## src/rtl/keyboard_pkg.sv

```systemverilog
// Shared types and constants for the keyboard synthesizer datapath.
package keyboard_pkg;

    typedef enum logic [1:0] {
        HUNT   = 2'd0,
        RECV   = 2'd1,
        CHECK  = 2'd2,
        COMMIT = 2'd3
    } state_t;

    typedef enum logic [1:0] {
        WAVE_SQUARE = 2'd0,
        WAVE_SAW    = 2'd1,
        WAVE_TRI    = 2'd2,
        WAVE_SINE   = 2'd3
    } wave_t;

    localparam int unsigned WORD_W            = 32;
    localparam logic [31:0] DEFAULT_SYNC_WORD = 32'h0000_FFFF;
    // Generators divide the period by 32, so anything shorter is unplayable.
    localparam int unsigned MIN_PERIOD        = 32;

endpackage

```

## src/rtl/sck_sync.sv

```systemverilog
// Brings the asynchronous SPI sck/sdi lines into the clk domain and flags sck rising edges.
module sck_sync #(
    parameter int unsigned SYNC_STAGES = 2
) (
    input  logic clk,
    input  logic reset,
    input  logic sck,
    input  logic sdi,
    output logic rise,
    output logic sdi_s
);

    logic [SYNC_STAGES-1:0] sck_q;
    logic [SYNC_STAGES-1:0] sdi_q;
    logic                   sck_prev_q;

    always_ff @(posedge clk) begin
        if (reset) begin
            sck_q      <= '0;
            sdi_q      <= '0;
            sck_prev_q <= 1'b0;
        end else begin
            sck_q      <= {sck_q[SYNC_STAGES-2:0], sck};
            sdi_q      <= {sdi_q[SYNC_STAGES-2:0], sdi};
            sck_prev_q <= sck_q[SYNC_STAGES-1];
        end
    end

    assign rise  = sck_q[SYNC_STAGES-1] & ~sck_prev_q;
    assign sdi_s = sdi_q[SYNC_STAGES-1];

endmodule

```

## src/rtl/spi_frame_decoder.sv

```systemverilog
// Hunts for the sync word on the SPI stream and publishes three note periods plus
// waveform/note-count fields atomically once a complete, sane frame has arrived.
module spi_frame_decoder
    import keyboard_pkg::*;
#(
    parameter logic [31:0] SYNC_WORD   = DEFAULT_SYNC_WORD,
    parameter int unsigned TIMEOUT_CYC = 4000,
    parameter int unsigned SYNC_STAGES = 2
) (
    input  logic        clk,
    input  logic        reset,
    input  logic        sck,
    input  logic        sdi,
    output logic [31:0] prd1,
    output logic [31:0] prd2,
    output logic [31:0] prd3,
    output logic [1:0]  waveform,
    output logic [1:0]  notes,
    output logic        frame_valid,
    output logic        frame_err
);

    localparam int unsigned IDLE_W = $clog2(TIMEOUT_CYC + 1);

    state_t              state_q, state_d;
    logic                rise, sdi_s;
    logic [WORD_W-1:0]   shift_q;
    logic [WORD_W-1:0]   shift_next_c;
    logic [4:0]          bit_cnt_q;
    logic [1:0]          word_idx_q;
    logic [IDLE_W-1:0]   idle_cnt_q;
    logic [WORD_W-1:0]   stage_q [4];
    logic                sync_pend_q;
    logic                sync_hit_c;
    logic                frame_ok_c;
    logic                commit_c;
    logic                err_c;
    logic [1:0]          notes_c;

    sck_sync #(
        .SYNC_STAGES (SYNC_STAGES)
    ) u_sck_sync (
        .clk   (clk),
        .reset (reset),
        .sck   (sck),
        .sdi   (sdi),
        .rise  (rise),
        .sdi_s (sdi_s)
    );

    assign shift_next_c = {shift_q[WORD_W-2:0], sdi_s};
    assign sync_hit_c   = rise && (shift_next_c == SYNC_WORD);
    assign notes_c      = stage_q[3][3:2];

    // Only the periods the frame actually plays must be long enough.
    assign frame_ok_c = (notes_c != 2'd0)
                     && (stage_q[0] >= WORD_W'(MIN_PERIOD))
                     && ((notes_c < 2'd2) || (stage_q[1] >= WORD_W'(MIN_PERIOD)))
                     && ((notes_c < 2'd3) || (stage_q[2] >= WORD_W'(MIN_PERIOD)));

    always_ff @(posedge clk) begin
        if (reset) begin
            state_q <= HUNT;
        end else begin
            state_q <= state_d;
        end
    end

    always_comb begin
        state_d  = state_q;
        commit_c = 1'b0;
        err_c    = 1'b0;
        case (state_q)
            HUNT: begin
                if (sync_hit_c || sync_pend_q) begin
                    state_d = RECV;
                end
            end
            RECV: begin
                if (rise) begin
                    if ((bit_cnt_q == 5'd31) && (word_idx_q == 2'd3)) begin
                        state_d = CHECK;
                    end
                end else if (idle_cnt_q == IDLE_W'(TIMEOUT_CYC)) begin
                    err_c   = 1'b1;
                    state_d = HUNT;
                end
            end
            CHECK: begin
                if (frame_ok_c) begin
                    commit_c = 1'b1;
                    state_d  = COMMIT;
                end else begin
                    err_c   = 1'b1;
                    state_d = HUNT;
                end
            end
            COMMIT: begin
                state_d = HUNT;
            end
            default: begin
                state_d = HUNT;
            end
        endcase
    end

    always_ff @(posedge clk) begin
        if (reset) begin
            shift_q     <= '0;
            bit_cnt_q   <= '0;
            word_idx_q  <= '0;
            idle_cnt_q  <= '0;
            sync_pend_q <= 1'b0;
            for (int i = 0; i < 4; i++) begin
                stage_q[i] <= '0;
            end
            prd1        <= '0;
            prd2        <= '0;
            prd3        <= '0;
            waveform    <= '0;
            notes       <= '0;
            frame_valid <= 1'b0;
            frame_err   <= 1'b0;
        end else begin
            frame_valid <= commit_c;
            frame_err   <= err_c;

            if (rise) begin
                shift_q <= shift_next_c;
            end

            // A sync completing while the previous frame is being judged starts the next one.
            if (state_q == HUNT) begin
                sync_pend_q <= 1'b0;
            end else if (sync_hit_c && ((state_q == CHECK) || (state_q == COMMIT))) begin
                sync_pend_q <= 1'b1;
            end

            if (state_q == HUNT) begin
                bit_cnt_q  <= '0;
                word_idx_q <= '0;
            end else if ((state_q == RECV) && rise) begin
                bit_cnt_q <= bit_cnt_q + 5'd1;
                if (bit_cnt_q == 5'd31) begin
                    stage_q[word_idx_q] <= shift_next_c;
                    word_idx_q          <= word_idx_q + 2'd1;
                end
            end

            if ((state_q != RECV) || rise) begin
                idle_cnt_q <= '0;
            end else if (idle_cnt_q != IDLE_W'(TIMEOUT_CYC)) begin
                idle_cnt_q <= idle_cnt_q + IDLE_W'(1);
            end

            if (err_c) begin
                for (int i = 0; i < 4; i++) begin
                    stage_q[i] <= '0;
                end
            end

            if (commit_c) begin
                prd1     <= stage_q[0];
                prd2     <= stage_q[1];
                prd3     <= stage_q[2];
                waveform <= stage_q[3][1:0];
                notes    <= notes_c;
            end
        end
    end

endmodule

```

## config.mk

```make
export PLATFORM = sky130hd
export DESIGN_NAME = spi_frame_decoder
export DESIGN_NICKNAME = d
export VERILOG_FILES = /design/src/rtl/keyboard_pkg.sv /design/src/rtl/sck_sync.sv /design/src/rtl/spi_frame_decoder.sv
export SDC_FILE = /design/constraint.sdc
export NUM_CORES = 1
export LEC_CHECK = 0
export CORE_UTILIZATION = 37
export CTS_CLUSTER_SIZE = 40
export DETAILED_ROUTE_END_ITERATION = 10
export GPL_TIMING_DRIVEN = 0
export SETUP_SLACK_MARGIN = 0.3
export SLEW_MARGIN = 20
export SYNTH_ARGS = -nofsm -noshare
export SYNTH_HDL_FRONTEND = slang
export SYNTH_HIERARCHICAL = 1
export SYNTH_SLANG_ARGS = --single-unit
```

## constraint.sdc

```tcl
create_clock -name clk -period 3.5 [get_ports clk]
set_input_delay 0.7 -clock clk [delete_from_list [all_inputs] [get_ports clk]]
set_output_delay 0.7 -clock clk [all_outputs]
set_load 0.005 [all_outputs]
```

==> results of run 1 <==
[critical path: cells and delay by family]
kind	cells	cell delay [ns]
buf+inv	5	2.41
simple gates	1	0.16
mux	1	0.17
[per-stage QoR]
step	TNS, ns	instance area [sq um]	hold slack, ns
after floorplan	0	10400	0.4138
after CTS	0	12930	0.4405
after global placement	-66.40	11910	0.4224
after detailed placement	-5.092	11990	0.4265
after global routing	0	12960	0.4605
final	0	12960	0.4390
[cells by family after synthesis]
family	synth area share
xor+xnor	0.009267
mux	0.1252
fa+ha+maj	0.01444
simple gates	0.2020
flops	0.5969
compound gates	0.02010
buf+inv	0.03213
[routing by layer]
layer,vias up,track usage,share of wire
met4,2,0.06071,0.034
met5,-,0,0.00058
li1,3612,-,-
met2,210,0.2865,0.44
met1,3465,0.2464,0.46
met3,65,0.03591,0.067
[path summary, 6_finish.rpt]
kind	slack (ns)	startpoint	endpoint
worst max-delay path	0.50	reset	prd2[30]
worst min-delay path	0.44	u_sck_sync/sck_q[0]	u_sck_sync/sck_q[1]
worst max register to register	0.51	state_q[0]	stage_q[1][15]
worst min register to register	0.44	u_sck_sync/sck_q[0]	u_sck_sync/sck_q[1]
[registers in the layout (all words and copies together) (netlist names), 5 cells and up]
name and cells:
bit_cnt_q 5, idle_cnt_q 12, prd1 32, prd2 32, prd3 32, shift_q 31
stage_q 100
[cell usage after synthesis (2+ instances only)]
cell type,number,area share
xnor2_1,5,0.0042
o21ai_0,6,0.0029
nand4_1,8,0.0048
buf_6,3,0.0032
nand3_1,17,0.0082
mux2i_1,130,0.13
or3_1,5,0.0030
nand2b_1,4,0.0024
nor2_1,50,0.018
a21oi_1,12,0.0058
edfxtp_1,100,0.29
dfxtp_1,160,0.31
nor2b_1,6,0.0036
nand2_1,211,0.076
and3_2,3,0.0022
clkbuf_1,50,0.018
nor4b_1,2,0.0017
nor4_1,21,0.013
or2_2,3,0.0018
nand4b_1,3,0.0025
ha_1,12,0.014
and3_1,98,0.059
inv_1,9,0.0032
nor3_1,5,0.0024
buf_2,9,0.0043
xor2_1,6,0.0051
[power groups by stage]
stage / clock network (W) / logic, W / registers (W)
4_1_cts: 0.00307 / 0.000179 / 0.00321
3_3_place_gp: 0 / 0.000169 / 0.00328
2_1_floorplan: 0 / 0.000118 / 0.00327
3_5_place_dp: 0 / 0.000178 / 0.00328
5_1_grt: 0.00320 / 0.000196 / 0.00322
6_report: 0.00303 / 0.000178 / 0.00321
[cell type report]
type / instances / area [sq um]
multi-input combinational: 623 / 3905
clock buffer: 27 / 675.6
timing repair buffer: 107 / 1106
sequential: 260 / 6206
inverter: 9 / 33.78
clock inverter: 22 / 265.3
fill: 2573 / 14290
tap: 372 / 465.4
buffer: 65 / 300.3
[timing repair]
action,4_1_cts,5_1_grt
endpoints found under the setup margin,0,50
hold buffers,0,0
resized for setup,0,4
buffers inserted,0,0
==> results.toml, run 1 <==
[routing]
drc_errors = 0
wl_per_cell_um = 17.56
first_pass_iters = 5
drt_iter0_markers = 557
postRouteAntennaNets = 0
viasPerCell = 4.952
num_vias = 7354
wl_um = 26080

[yosys]
synth_top_flop_cell = "dfxtp_1"
synth_nets = 973
yosysWarnings = 6
syn_area_per_cell_sq_um = 10.86
ys_async_sr_fraction = 0
synth_cells = 957
ys_seq_elements = 260
seq_area_frac_synth = 0.5969
synth_edf_count = 100
synth_area_sq_mm = 0.01040
ys_types = 45

[worst_setup_path]
worstPathRequired_ns = 3.96
critical-path-slowest-cell = "clkbuf_1"
cp_slowest_stage_delay_ns = 0.65
r2r_cells = 9
crit_type = "input pin to register"
endpoint_kind = "register"
worst_path_most_repeated_cell = "clkbuf_1"
cp-start-kind = "input pin"
crit_fanout = 10
path_cells = "clkdlybuf4s50_1 > clkbuf_1 > inv_1 > clkbuf_1 > clkbuf_1 > nand2_1 > mux2i_1"
worst_ep_arrival_time_ns = 3.46

[timing]
setup_viol = 0
fin_skew_ns = 0.01408
min_period_ns = 3.004
rsz0062_at_grt = "false"
fmax_mhz = 332.9
slew_viol_final = 0
finalHoldViolations = 0
period_share = 0.8582
fin_ws_ns = 0.4963
tightest_slew_ns = 0.8237
maxSlewHeadroom = 0.4509

[finish]
stdcell_count = 1485
n_antenna_cell = 0
utilization = 0.4755
drive_above_1_share = 0.06918
mostFrequentLayoutCell = "nand2_1"
most-common-layout-cells = "nand2_1 (211), dfxtp_1 (160), mux2i_1 (130)"
syn2layout_area_growth_pct = 24.64
nNetsFinal = 1109

[floorplanning]
fp.dieW_um = 169.6
core_region_area_sq_mm = 0.02725
die_area_sq_mm = 0.02877
initial_core_util = 0.3815
num_io_pins = 106
fp.dieH_um = 169.6
rows = 60

[placement]
numPlacedInstances = 1436
place_ws_ns = -0.1232
dpl.hpwl_um = 18250
gp_congestion = 0.8845
port_buffers = 105

[worst_hold_path]
min_path_type = "register to register"
whs_path_depth = 1

[global_routing]
antenna_found_initial = 1
grt_max_degree = 33
grt_pass1_wl_um = 40150
grt_overflow_total = 0
grt_pass1_vias = 7243
grt_util_all_layers = 0.1810

[pwr]
power_w = 0.006419
p_switching_w = 0.001336
leakage_nw = 4.787
pwr-share-comb = 0.028
p_sw_frac = 0.2081
power.share.clock = 0.472
powerDensity_mw_per_mm2 = 495.4
seqPwrFrac = 0.500
p_int_w = 0.005083
peakVddDrop_v = 0.0003681

[clocking]
root_buffer = "clkbuf_16"
clkTransAtPathRegs_ns = 0.06
clockBufferDepth = 3
tritoncts = "built"
clock-sinks = 260
cts_made_buffers = 27
cts.htree.levels = 1
insertion_delay_ns = 0.53

[run]
maxCapViolations = 0

[status]
status = "finished clean"
(Power assumes the default switching activity.)
==> run 2, diff against run 1 <==
--- a/config.mk
+++ b/config.mk
@@ -8,7 +8,7 @@
 export CORE_UTILIZATION = 37
 export CTS_CLUSTER_SIZE = 40
 export DETAILED_ROUTE_END_ITERATION = 10
-export GPL_TIMING_DRIVEN = 0
+export GPL_ROUTABILITY_DRIVEN = 0
 export SETUP_SLACK_MARGIN = 0.3
 export SLEW_MARGIN = 20
 export SYNTH_ARGS = -nofsm -noshare
==> run 2 against run 1 <==
Compared with the run above:
- register-to-register slack better by 0.27 ns
- hold slack worse by 0.0086 ns
- highest routed layer is now met4
- clock-buffer cell count rose by 14
- critical endpoint is now stage_q[2][20]
==> results.toml, run 2 (same netlist as run 1, synthesis figures left out) <==
[global_routing]
use_met1 = 0.2405
grt_pass1_vias = 6874
grt_max_degree = 119
grtUsageMet2 = 0.2767
grt.busiest_layer = "met2"
globalRouteMet3Util = 0.02962
grt_util_all_layers = 0.1747
antenna_found_initial = 0
grt_pass1_wl_um = 39130
grt_overflow_total = 0

[timing]
setup_viol = 0
tightest_slew_ns = 0.8863
maxSlewHeadroom = 0.4078
fin_skew_ns = 0.01499
slew_viol_final = 0
finalSetupTns_ns = 0
period_share = 0.7760
min_period_ns = 2.716
rsz0062_at_grt = "false"
fmax_mhz = 368.2
fin_ws_ns = 0.7841
finalHoldViolations = 0

[finish]
fillers = 2557
utilization = 0.4675
stdcell_count = 1439
largest_register_ff_count = 100
nNetsFinal = 1061
layout.area.seq_sq_mm = 0.006206
top_register = "stage_q"
multi_input_area_sq_mm = 0.003882
mostFrequentLayoutCell = "nand2_1"
most-common-layout-cells = "nand2_1 (211), dfxtp_1 (160), mux2i_1 (130)"
drive_above_1_share = 0.07310
n_antenna_cell = 0
syn2layout_area_growth_pct = 22.54

[floorplanning]
core_region_area_sq_mm = 0.02725
num_io_pins = 106
die_area_sq_mm = 0.02877
fp.dieH_um = 169.6
rows = 60
initial_core_util = 0.3815
fp.dieW_um = 169.6

[pwr]
peakVddDrop_v = 0.0002752
power_w = 0.006247
leakage_nw = 4.705
powerDensity_mw_per_mm2 = 490.4

[routing]
drt_iter0_markers = 612
drc_errors = 0
num_vias = 7189
first_pass_iters = 5
viasPerCell = 4.996
wl_um = 25050
postRouteAntennaNets = 0
wl_per_cell_um = 17.41

[run]
maxCapViolations = 0

[worst_hold_path]
whs_path_depth = 1
holdPathEnd = "u_sck_sync/sdi_q[1]"
min_path_type = "register to register"
min_from = "u_sck_sync/sdi_q[0]"

[worst_setup_path]
cp-start-kind = "register"
regToRegSetupSlack_ns = 0.78
worst_ep_arrival_time_ns = 2.90
r2r_cells = 8
reg2reg_from = "state_q[1]"
path_cells = "inv_1 > ha_1 > nand2b_1 > nor4_1 > o21a_1 > o41ai_1 > nand3_1 > buf_4"
reg2reg_to = "stage_q[2][20]"
critical-path-slowest-cell = "nor4_1"
worstPathRequired_ns = 3.68
endpoint_kind = "register"
crit_fanout = 32
crit_type = "register to register"
cp_slowest_stage_delay_ns = 0.58

[placement]
numPlacedInstances = 1386
place_ws_ns = 0.7836
port_buffers = 105
dpl.hpwl_um = 16000

[clocking]
ctsResizeCount = 0
ctsHoldBuffers = 0
cts_setup_buffers = 0
tritoncts = "built"
cts_made_buffers = 29
clkTransAtPathRegs_ns = 0.06
cts.htree.levels = 1
clockBufferDepth = 3
insertion_delay_ns = 0.54
root_buffer = "clkbuf_16"
clock-sinks = 260

[status]
status = "finished clean"
[run 2: changes by cell type in the layout (fill, tap and decap cells not counted), moves of 4 or more]
cell | previous run | this run
bufinv_16 | 6 | 0
buf_4 | 0 | 13
clkinv_1 | 5 | 1
clkbuf_8 | 1 | 6
buf_12 | 0 | 4
clkbuf_1 | 50 | 5
buf_2 | 9 | 0
[run 2: worst max path at each step]
stage	from	to	slack (ns)	depth (start not counted)
after detailed placement	reset	stage_q[2][15]	0.78	6
after CTS	stage_q[2][9]	stage_q[2][20]	0.83	6
after global routing	stage_q[2][9]	stage_q[2][2]	0.61	6
final	state_q[1]	stage_q[2][20]	0.78	8
after floorplan	state_q[1]	stage_q[1][0]	0.59	7
after global placement	reset	stage_q[1][13]	0.79	6
[run 2: layout make-up]
type                    count  share of cell area
well taps                 372             0.03654
clock inverters            12            0.005205
inverters                   9            0.003045
repair buffers            122             0.09644
flip-flops and latches    260              0.4871
multi-input cells         623              0.3048
clock buffers              41             0.06688
[run 2: where the power goes]
part / total (W) / switching (W) / internal [W]
Sequential: 0.00321 / 0.0000309 / 0.00318
Combinational: 0.000158 / 0.000110 / 0.0000475
Clock: 0.00288 / 0.00118 / 0.00169
[run 2: metrics by stage]
stage | instance area, sq um | hold slack (ns)
2_1_floorplan | 10400 | 0.4138
3_3_place_gp | 11820 | 0.4186
3_5_place_dp | 11820 | 0.4277
4_1_cts | 12740 | 0.4360
5_1_grt | 12740 | 0.4495
6_report | 12740 | 0.4304
[run 2: critical path, delay by kind of cell (launching register included)]
kind            cells  cell delay, ns
simple gates        3            0.83
buf+inv             2            0.48
compound gates      2            0.38
fa+ha+maj           1            0.34
flops               1            0.32
[run 2: layer usage]
metal / vias up / part of all wire
met4: 0 / 0.026
li1: 3517 / -
met1: 3416 / 0.46
met2: 208 / 0.45
met5: - / 0
met3: 48 / 0.058
